$ cat src/rtl/clk_5mhz_gen_pkg.sv
// Shared helpers for the clock divider: high-phase length and counter sizing.
package clk_5mhz_gen_pkg;

    // Input cycles the rising-edge phase register stays high; the odd-ratio
    // half-cycle extension comes from the falling-edge register.
    function automatic int high_cycles(input int div);
        return (div + 1) / 2;
    endfunction

    // Bits needed to hold 0..max_value, never less than one.
    function automatic int width_for(input int max_value);
        return (max_value > 1) ? $clog2(max_value + 1) : 1;
    endfunction

endpackage

$ cat src/rtl/clk_lock_cnt.sv
// Saturating count of completed output periods; raises locked after LOCK_CYCLES.
module clk_lock_cnt
    import clk_5mhz_gen_pkg::*;
#(
    parameter int LOCK_CYCLES = 16
) (
    input  logic clk,
    input  logic rst_n,
    input  logic tick,
    output logic locked
);

    localparam int LW = width_for(LOCK_CYCLES);
    localparam logic [LW-1:0] LOCK_MAX = LW'(LOCK_CYCLES);

    if (LOCK_CYCLES < 1) begin : g_bad_lock_cycles
        $error("clk_lock_cnt: LOCK_CYCLES must be >= 1");
    end

    logic [LW-1:0] count;

    // NOTE: locked is registered with the count rather than decoded from it,
    // so it cannot glitch while several count bits change together.
    always_ff @(posedge clk or negedge rst_n) begin
        if (!rst_n) begin
            count  <= '0;
            locked <= 1'b0;
        end else if (tick && (count != LOCK_MAX)) begin
            count <= count + 1'b1;
            if (count == LOCK_MAX - 1'b1) begin
                locked <= 1'b1;
            end
        end
    end

endmodule

$ cat src/rtl/clk_5mhz_gen.sv
// Integer clock divider with 50 % duty for odd or even ratios and a lock flag.
module clk_5mhz_gen
    import clk_5mhz_gen_pkg::*;
#(
    parameter int DIV         = 25,
    parameter int LOCK_CYCLES = 16
) (
    input  logic clk_in1,
    input  logic resetn,
    output logic clk_out1,
    output logic locked
);

    localparam int CW = width_for(DIV - 1);
    localparam logic [CW-1:0] CNT_MAX = CW'(DIV - 1);
    localparam logic [CW-1:0] HIGH    = CW'(high_cycles(DIV));

    if (DIV < 2) begin : g_bad_div
        $error("clk_5mhz_gen: DIV must be >= 2");
    end

    logic [CW-1:0] cnt;
    logic          ph_p;
    logic          wrap;

    // NOTE: sequential state uses non-blocking assignments only, so every flop
    // here samples the pre-edge value of cnt regardless of statement order.
    always_ff @(posedge clk_in1 or negedge resetn) begin
        if (!resetn) begin
            cnt  <= '0;
            ph_p <= 1'b0;
            wrap <= 1'b0;
        end else begin
            cnt  <= (cnt == CNT_MAX) ? '0 : cnt + 1'b1;
            ph_p <= (cnt < HIGH);
            wrap <= (cnt == CNT_MAX);
        end
    end

    // The AND of two registers gives the extra half cycle of high time for odd
    // ratios without any counter decode reaching the clock output.
    if (DIV % 2 == 1) begin : g_odd
        logic ph_n;

        always_ff @(negedge clk_in1 or negedge resetn) begin
            if (!resetn) begin
                ph_n <= 1'b0;
            end else begin
                ph_n <= ph_p;
            end
        end

        assign clk_out1 = ph_p & ph_n;
    end else begin : g_even
        assign clk_out1 = ph_p;
    end

    // wrap is delayed one edge so each period is credited when the next begins.
    clk_lock_cnt #(
        .LOCK_CYCLES(LOCK_CYCLES)
    ) u_lock_cnt (
        .clk    (clk_in1),
        .rst_n  (resetn),
        .tick   (wrap),
        .locked (locked)
    );

endmodule

$ cat config.mk
export PLATFORM = sky130hd
export DESIGN_NAME = clk_5mhz_gen
export DESIGN_NICKNAME = d
export VERILOG_FILES = /design/src/rtl/clk_5mhz_gen_pkg.sv /design/src/rtl/clk_lock_cnt.sv /design/src/rtl/clk_5mhz_gen.sv
export SDC_FILE = /design/constraint.sdc
export NUM_CORES = 1
export LEC_CHECK = 0
export CORE_AREA = 2 2 39 41
export CTS_BUF_LIST = sky130_fd_sc_hd__clkbuf_8
export DETAILED_ROUTE_END_ITERATION = 12
export DIE_AREA = 0 0 41 43
export PLACE_DENSITY = 0.65
export SYNTH_ARGS = -nofsm -noshare
export SYNTH_HDL_FRONTEND = slang
export SYNTH_SLANG_ARGS = --single-unit
$ cat constraint.sdc
create_clock -name clk_in1 -period 4.2 [get_ports clk_in1]
set_clock_uncertainty 0.1 [all_clocks]
set_input_delay 0.42 -clock clk_in1 [delete_from_list [all_inputs] [get_ports clk_in1]]
set_output_delay 0.42 -clock clk_in1 [all_outputs]
set_load 0.05 [all_outputs]
### Word level (Yosys, flattened, before mapping)

Cells that the tools add are included.

* bitwise operators: 1
* muxes and demuxes: 1
* reductions and logical operators: 2
* equality and inequality tests: 3
* $lt $le $gt $ge: 1
* $add $sub $neg: 2

Operators by type and width (number)
* $add A5 B1 Y5 const B: 2
* $eq A5 B4 Y1 const B: 1
* $eq A5 B5 Y1 const B: 1
* $lt A5 B4 Y1 const B: 1
* $mux W5: 1
* $ne A5 B5 Y1 const B: 1
* $reduce_and A2 Y1: 1
* $and A1 B1 Y1: 1
* $logic_and A1 B1 Y1: 1

* bits in registers: 14
* logic and storage cells: 16

### Longest topological paths before layout

Gate-level depths: netlist of run 1.

* word-level depth: 3
* gate-level depth with buffers: 5
* depth with buffers taken out: 5

### Modules after synthesis

A second synthesis of run 1 with hierarchy kept.

* cells, all modules: 56
* area total of the unflattened synthesis: 649.4 um^2

By module, submodules not included
* clk_5mhz_gen: area each 349.1 um^2, cells each 31, sequential area each 200.2 um^2, times used 1
* clk_lock_cnt: area each 300.3 um^2, cells each 25, sequential area each 150.1 um^2, times used 1

==> run_results.csv, run 1 <==
group,metric,value,unit
run_status,run_status,"finished clean",
global_routing,grt_max_degree,15,
power_and_ir_drop,power_frac_comb,0.015,
sta,worst_pin_slew,0.489,ns
drt,wl,900,microns
floorplan,dieArea,0.00176,sq mm
synthesis,ys_seq_elements,14,
floorplan,coreArea,0.00138,sq mm
power_and_ir_drop,peakVddDrop,0.235,mV
critical_path,cp_top_family,"flip-flops",
run,maxCapViolCount,0,
floorplan,die_x,41,microns
synthesis,synth_area,623,sq um
drt,vias_per_cell,4.83,
synthesis,synthCells,52,
clocking,cts_buffer_depth,2,
clocking,path_clk_slew,0.06,ns
floorplan,die_y,43,microns
global_routing,grt_pass1_vias,405,
critical_path,setup.worst_path.start_class,"flop",
critical_path,cp_max_fo,1,
drt,detail_route.wl_per_cell,11.8,microns
placed_design,globalplace.congestion,0.733,
power_and_ir_drop,power.density,362,mW/mm^2
critical_path,cp_data_arrival_time,3.04,ns
finish,final_cell_mix,"dfrtp_1 (13), inv_1 (7), ha_1 (5)",
hold_path,hp-class,"reg -> reg",
synthesis,post_synth.cell_area_avg,12.0,sq um
power_and_ir_drop,switchingPower,0.0000460,W
drt,drtPass1Iterations,2,
synthesis,syn_nets,59,
critical_path,crit_buf_inv,1,
sta,rsz0062_at_grt,"no",
drt,drt_iter0_markers,2,
floorplan,rows,14,
clocking,cts_tree,"yes",
critical_path,setup.worst_path.class,"reg -> out",
synthesis,synth_top_area_share,0.522,
synthesis,synth_area_leaders,"dfrtp_1 (52%), ha_1 (10%), inv_1 (4.2%), xnor2_1 (4.2%), dfrtn_1 (4.0%)",
floorplan,initial_core_util,0.450,
global_routing,grt.total_usage,0.139,
sta,finalHoldViolations,0,
placed_design,dp_hpwl,673,microns
floorplan,io_pins,4,
synthesis,synth_top_area_cell,"dfrtp_1",
sta,tns,0,ns
placed_design,post-place-cells,72,
critical_path,crit_slowest_cell,"dfrtn_1",
placed_design,placed_cell_area,678,sq um
synthesis,synthDistinctLibCells,22,
sta,setup_violations,0,
finish,final_common_cell,"dfrtp_1",
clocking,clock_latency,0.24,ns
clocking,cts_resized,0,
drt,ant_nets,0,
sta,relSlewSlack,0.673,
finish,fin_area,733,sq um
critical_path,cpPeakStageDelay,0.38,ns
finish,final_cells,76,
power_and_ir_drop,swShare,0.173,
clocking,postCtsSetupBuffers,0,
placed_design,io_buffers,3,
critical_path,cp_cell_sequence,"and2_1 -> buf_4",
clocking,htree_levels,1,
finish,final_nets,68,
global_routing,overflow,0,
clocking,cts_made_buffers,3,
synthesis,seq_area_frac_synth,0.562,
power_and_ir_drop,internal_power,0.000219,W
drt,drc,0,
global_routing,grt_pass1_wl,1590,microns
power_and_ir_drop,clkPwrFrac,0.476,
critical_path,end_kind,"output pin",
power_and_ir_drop,seqPwrFrac,0.509,
global_routing,antenna_found_initial,0,
drt,vias,367,
finish,diodes,0,
synthesis,yosysWarningCount,0,
clocking,cts-root-buf,"clkbuf_8",
critical_path,cp.required,3.68,ns
power_and_ir_drop,p_leak,0.359,nW
clocking,cts.sinks,14,
sta,finalMaxSlewViolations,0,
finish,drive_gt1_frac,0.167,
clocking,holdBufCountCts,0,
finish,area_delta_synth_final,17.7,%
[power by group through the flow]
stage	clock [W]	sequential (W)	combinational, W
floorplan	0	0.000137	0.000000000131
global placement	0	0.000137	0.00000409
detailed placement	0	0.000137	0.00000422
CTS	0.000130	0.000135	0.00000417
global route	0.000139	0.000135	0.00000468
finish	0.000126	0.000135	0.00000403
[final cells by class]
class | count | area (sq um)
clock buffers | 4 | 55.1
inverters | 7 | 26.3
flip-flops and latches | 14 | 350
fillers | 127 | 651
repair buffers | 4 | 35.0
well taps | 16 | 20.0
multi-input cells | 31 | 246
[synthesized netlist by cell type]
cell	count
a21o_2	1
a21oi_1	2
a22o_1	1
a31o_2	1
a31oi_1	1
and2_1	1
and3_1	1
and4b_1	1
dfrtn_1	1
dfrtp_1	13
ha_1	5
inv_1	7
mux2_4	1
nand2_1	2
nand3_1	1
nand3b_1	1
nand4_1	1
nor2_1	4
o21ai_0	2
o31a_4	1
xnor2_1	3
xor2_1	1
[path summary, 6_finish.rpt]
path,startpoint,endpoint,slack [ns],cells past startpoint
max in group asynchronous,resetn,g_odd.ph_n$_DFF_NN0_,1.44,2
worst max register to register,ph_p$_DFF_PN0_,g_odd.ph_n$_DFF_NN0_,1.50,0
worst min register to register,u_lock_cnt.locked$_DFFE_PN0P_,u_lock_cnt.locked$_DFFE_PN0P_,0.37,1
min in group asynchronous,resetn,cnt[2]$_DFF_PN0_,0.39,2
worst max-delay path,g_odd.ph_n$_DFF_NN0_,clk_out1,0.64,2
worst min-delay path,u_lock_cnt.locked$_DFFE_PN0P_,u_lock_cnt.locked$_DFFE_PN0P_,0.37,1
[metrics by stage]
| stage | utilization | setup WS (ns) | total power, W | hold WS [ns] |
|---|---|---|---|---|
| floorplan | - | 0.808 | 0.000137 | 0.0244 |
| global placement | 0.490 | 0.928 | 0.000141 | 0.344 |
| detailed placement | 0.490 | 0.909 | 0.000142 | 0.368 |
| CTS | 0.530 | 0.630 | 0.000269 | 0.381 |
| global route | 0.530 | 0.578 | 0.000278 | 0.397 |
| finish | 0.530 | 0.641 | 0.000265 | 0.369 |
[cell families (layout without fill, tap and decap cells)]
family | Yosys count | after routing | synth area share
flip-flops | 14 | 14 | 0.562
AND/OR/NAND/NOR | 12 | 12 | 0.102
AO/OA/AOI/OAI | 9 | 9 | 0.112
buffers and inverters | 7 | 15 | 0.0422
adder cells (fa/ha/maj) | 5 | 5 | 0.100
XOR/XNOR | 4 | 4 | 0.0562
multiplexers | 1 | 1 | 0.0241
[flip-flops by register name, indices dropped and copies added, names as in the netlist]
register           flops
u_lock_cnt.locked      1
g_odd.ph_n             1
cnt                    5
u_lock_cnt.count       5
wrap                   1
ph_p                   1
[metal layers]
layer  vias to the layer above  track usage  share of wire
met5                         -            0              0
met4                         0       0.0800              0
met3                         0       0.0628          0.051
met2                         6        0.209           0.47
met1                       173        0.152           0.48
li1                        188            -              -
No activity file was read; power rests on OpenSTA's default activity.
==> run 2, diff against run 1 <==
Settings changed: PLACE_DENSITY 0.65 to 0.68.
Clock period 4.2 ns to 3 ns, I/O delays scaled along.
==> run 2 against run 1 <==
Worst setup slack worse by 0.48 ns. Non-clock buffer count unchanged. Design area up 0.34%. Worst hold slack worse by 0.069 ns. Wire length up 2.6%. Sequential cell count unchanged. Die area unchanged. Critical endpoint unchanged. Highest routed layer is now met4.
==> run_results.csv, run 2 (same netlist as run 1, synthesis figures left out) <==
group,metric,value,unit
clocking,htree_levels,1,
finish,diodes,0,
critical_path,cp_data_arrival_time,2.43,ns
finish,final_nets,68,
global_routing,gr-usage-met1,0.190,
global_routing,met2_usage,0.184,
critical_path,worstReg2RegEnd,"g_odd.ph_n$_DFF_NN0_",
placed_design,globalplace.congestion,0.691,
global_routing,grt.total_usage,0.145,
global_routing,grtUsageMet3,0.0471,
drt,drc,0,
placed_design,io_buffers,3,
finish,fin_area,736,sq um
sta,worst_pin_slew,0.490,ns
global_routing,grt_max_degree,14,
run_status,run_status,"finished clean",
critical_path,cp.required,2.60,ns
sta,rsz0062_at_grt,"no",
sta,finalHoldViolations,0,
critical_path,end_kind,"output pin",
global_routing,grt_pass1_wl,1610,microns
sta,holdWs,0.300,ns
global_routing,grt-busiest-layer,"met1",
placed_design,dp_hpwl,681,microns
drt,drtPass1Iterations,1,
drt,ant_nets,0,
floorplan,die_y,43,microns
floorplan,rows,14,
critical_path,reg2reg_slack,0.90,ns
global_routing,antenna_found_initial,0,
finish,final_cell_mix,"dfrtp_1 (13), inv_1 (8), ha_1 (5)",
floorplan,dieArea,0.00176,sq mm
floorplan,initial_core_util,0.450,
finish,final_common_cell,"dfrtp_1",
sta,relSlewSlack,0.673,
finish,drive_gt1_frac,0.150,
drt,vias,384,
sta,setup_violations,0,
power_and_ir_drop,p_leak,0.360,nW
floorplan,die_x,41,microns
clocking,clock_latency,0.25,ns
critical_path,rr_worst_depth,0,
finish,fin_util,0.532,
drt,detail_route.wl_per_cell,12.1,microns
floorplan,coreArea,0.00138,sq mm
power_and_ir_drop,power.density,478,mW/mm^2
drt,drt_iter0_markers,0,
clocking,postCtsSetupBuffers,0,
critical_path,setup.worst_path.class,"reg -> out",
sta,finalMaxSlewViolations,0,
clocking,cts-root-buf,"clkbuf_8",
finish,area_delta_synth_final,18.1,%
critical_path,cp_max_fo,1,
clocking,path_clk_slew,0.06,ns
clocking,cts.sinks,14,
drt,vias_per_cell,5.05,
run,maxCapViolCount,0,
finish,largestRegisters,"cnt x5, u_lock_cnt.count x5",
clocking,cts_tree,"yes",
power_and_ir_drop,peakVddDrop,0.299,mV
global_routing,grt_pass1_vias,373,
hold_path,hp-class,"in -> async",
clocking,cts_resized,0,
floorplan,io_pins,4,
critical_path,r2r_start,"ph_p$_DFF_PN0_",
critical_path,setup.worst_path.start_class,"flop",
drt,wl,923,microns
global_routing,overflow,0,
clocking,cts_made_buffers,3,
sta,tns,0,ns
clocking,cts_buffer_depth,2,
placed_design,placed_cell_area,691,sq um
clocking,holdBufCountCts,0,
==> run 2: area by class of cell <==
cell class,count,area [sq um]
multi-input cells,31,246
clock buffers,3,41.3
repair buffers,4,47.5
flip-flops and latches,14,350
clock inverters,1,3.75
inverters,7,26.3
fillers,122,648
well taps,16,20.0
==> run 2: through the flow <==
stage	power [W]	worst slack, ns	instances
after floorplan	0.000192	0.328	52
after global placement	0.000198	0.439	72
after detailed placement	0.000198	0.438	72
after CTS	0.000356	0.156	76
after global routing	0.000365	0.135	76
final	0.000352	0.166	76
==> run 2: layer usage <==
layer | vias to the layer above | wire length (microns)
met4 | 0 | 34
li1 | 191 | -
met1 | 182 | 437
met2 | 6 | 414
met5 | - | 0
met3 | 5 | 37
==> run 2: how the worst max path moves through the flow <==
stage / start / end / slack (ns)
after global routing: g_odd.ph_n$_DFF_NN0_ / clk_out1 / 0.14
after floorplan: g_odd.ph_n$_DFF_NN0_ / clk_out1 / 0.33
after CTS: g_odd.ph_n$_DFF_NN0_ / clk_out1 / 0.16
after global placement: g_odd.ph_n$_DFF_NN0_ / clk_out1 / 0.44
final: g_odd.ph_n$_DFF_NN0_ / clk_out1 / 0.17
after detailed placement: g_odd.ph_n$_DFF_NN0_ / clk_out1 / 0.44
==> run 2: critical path, cell delays in order, from the launching register on <==
cell     delay [ns]
dfrtn_1        0.37
and2_1         0.16
buf_12         0.14
==> run 2: where the power goes <==
part,internal (W),total [W],leakage [nW],switching [W]
sequential,0.000189,0.000189,0.182,0
clock,0.0000906,0.000157,0.0269,0.0000664
combinational,0.00000202,0.00000570,0.151,0.00000369
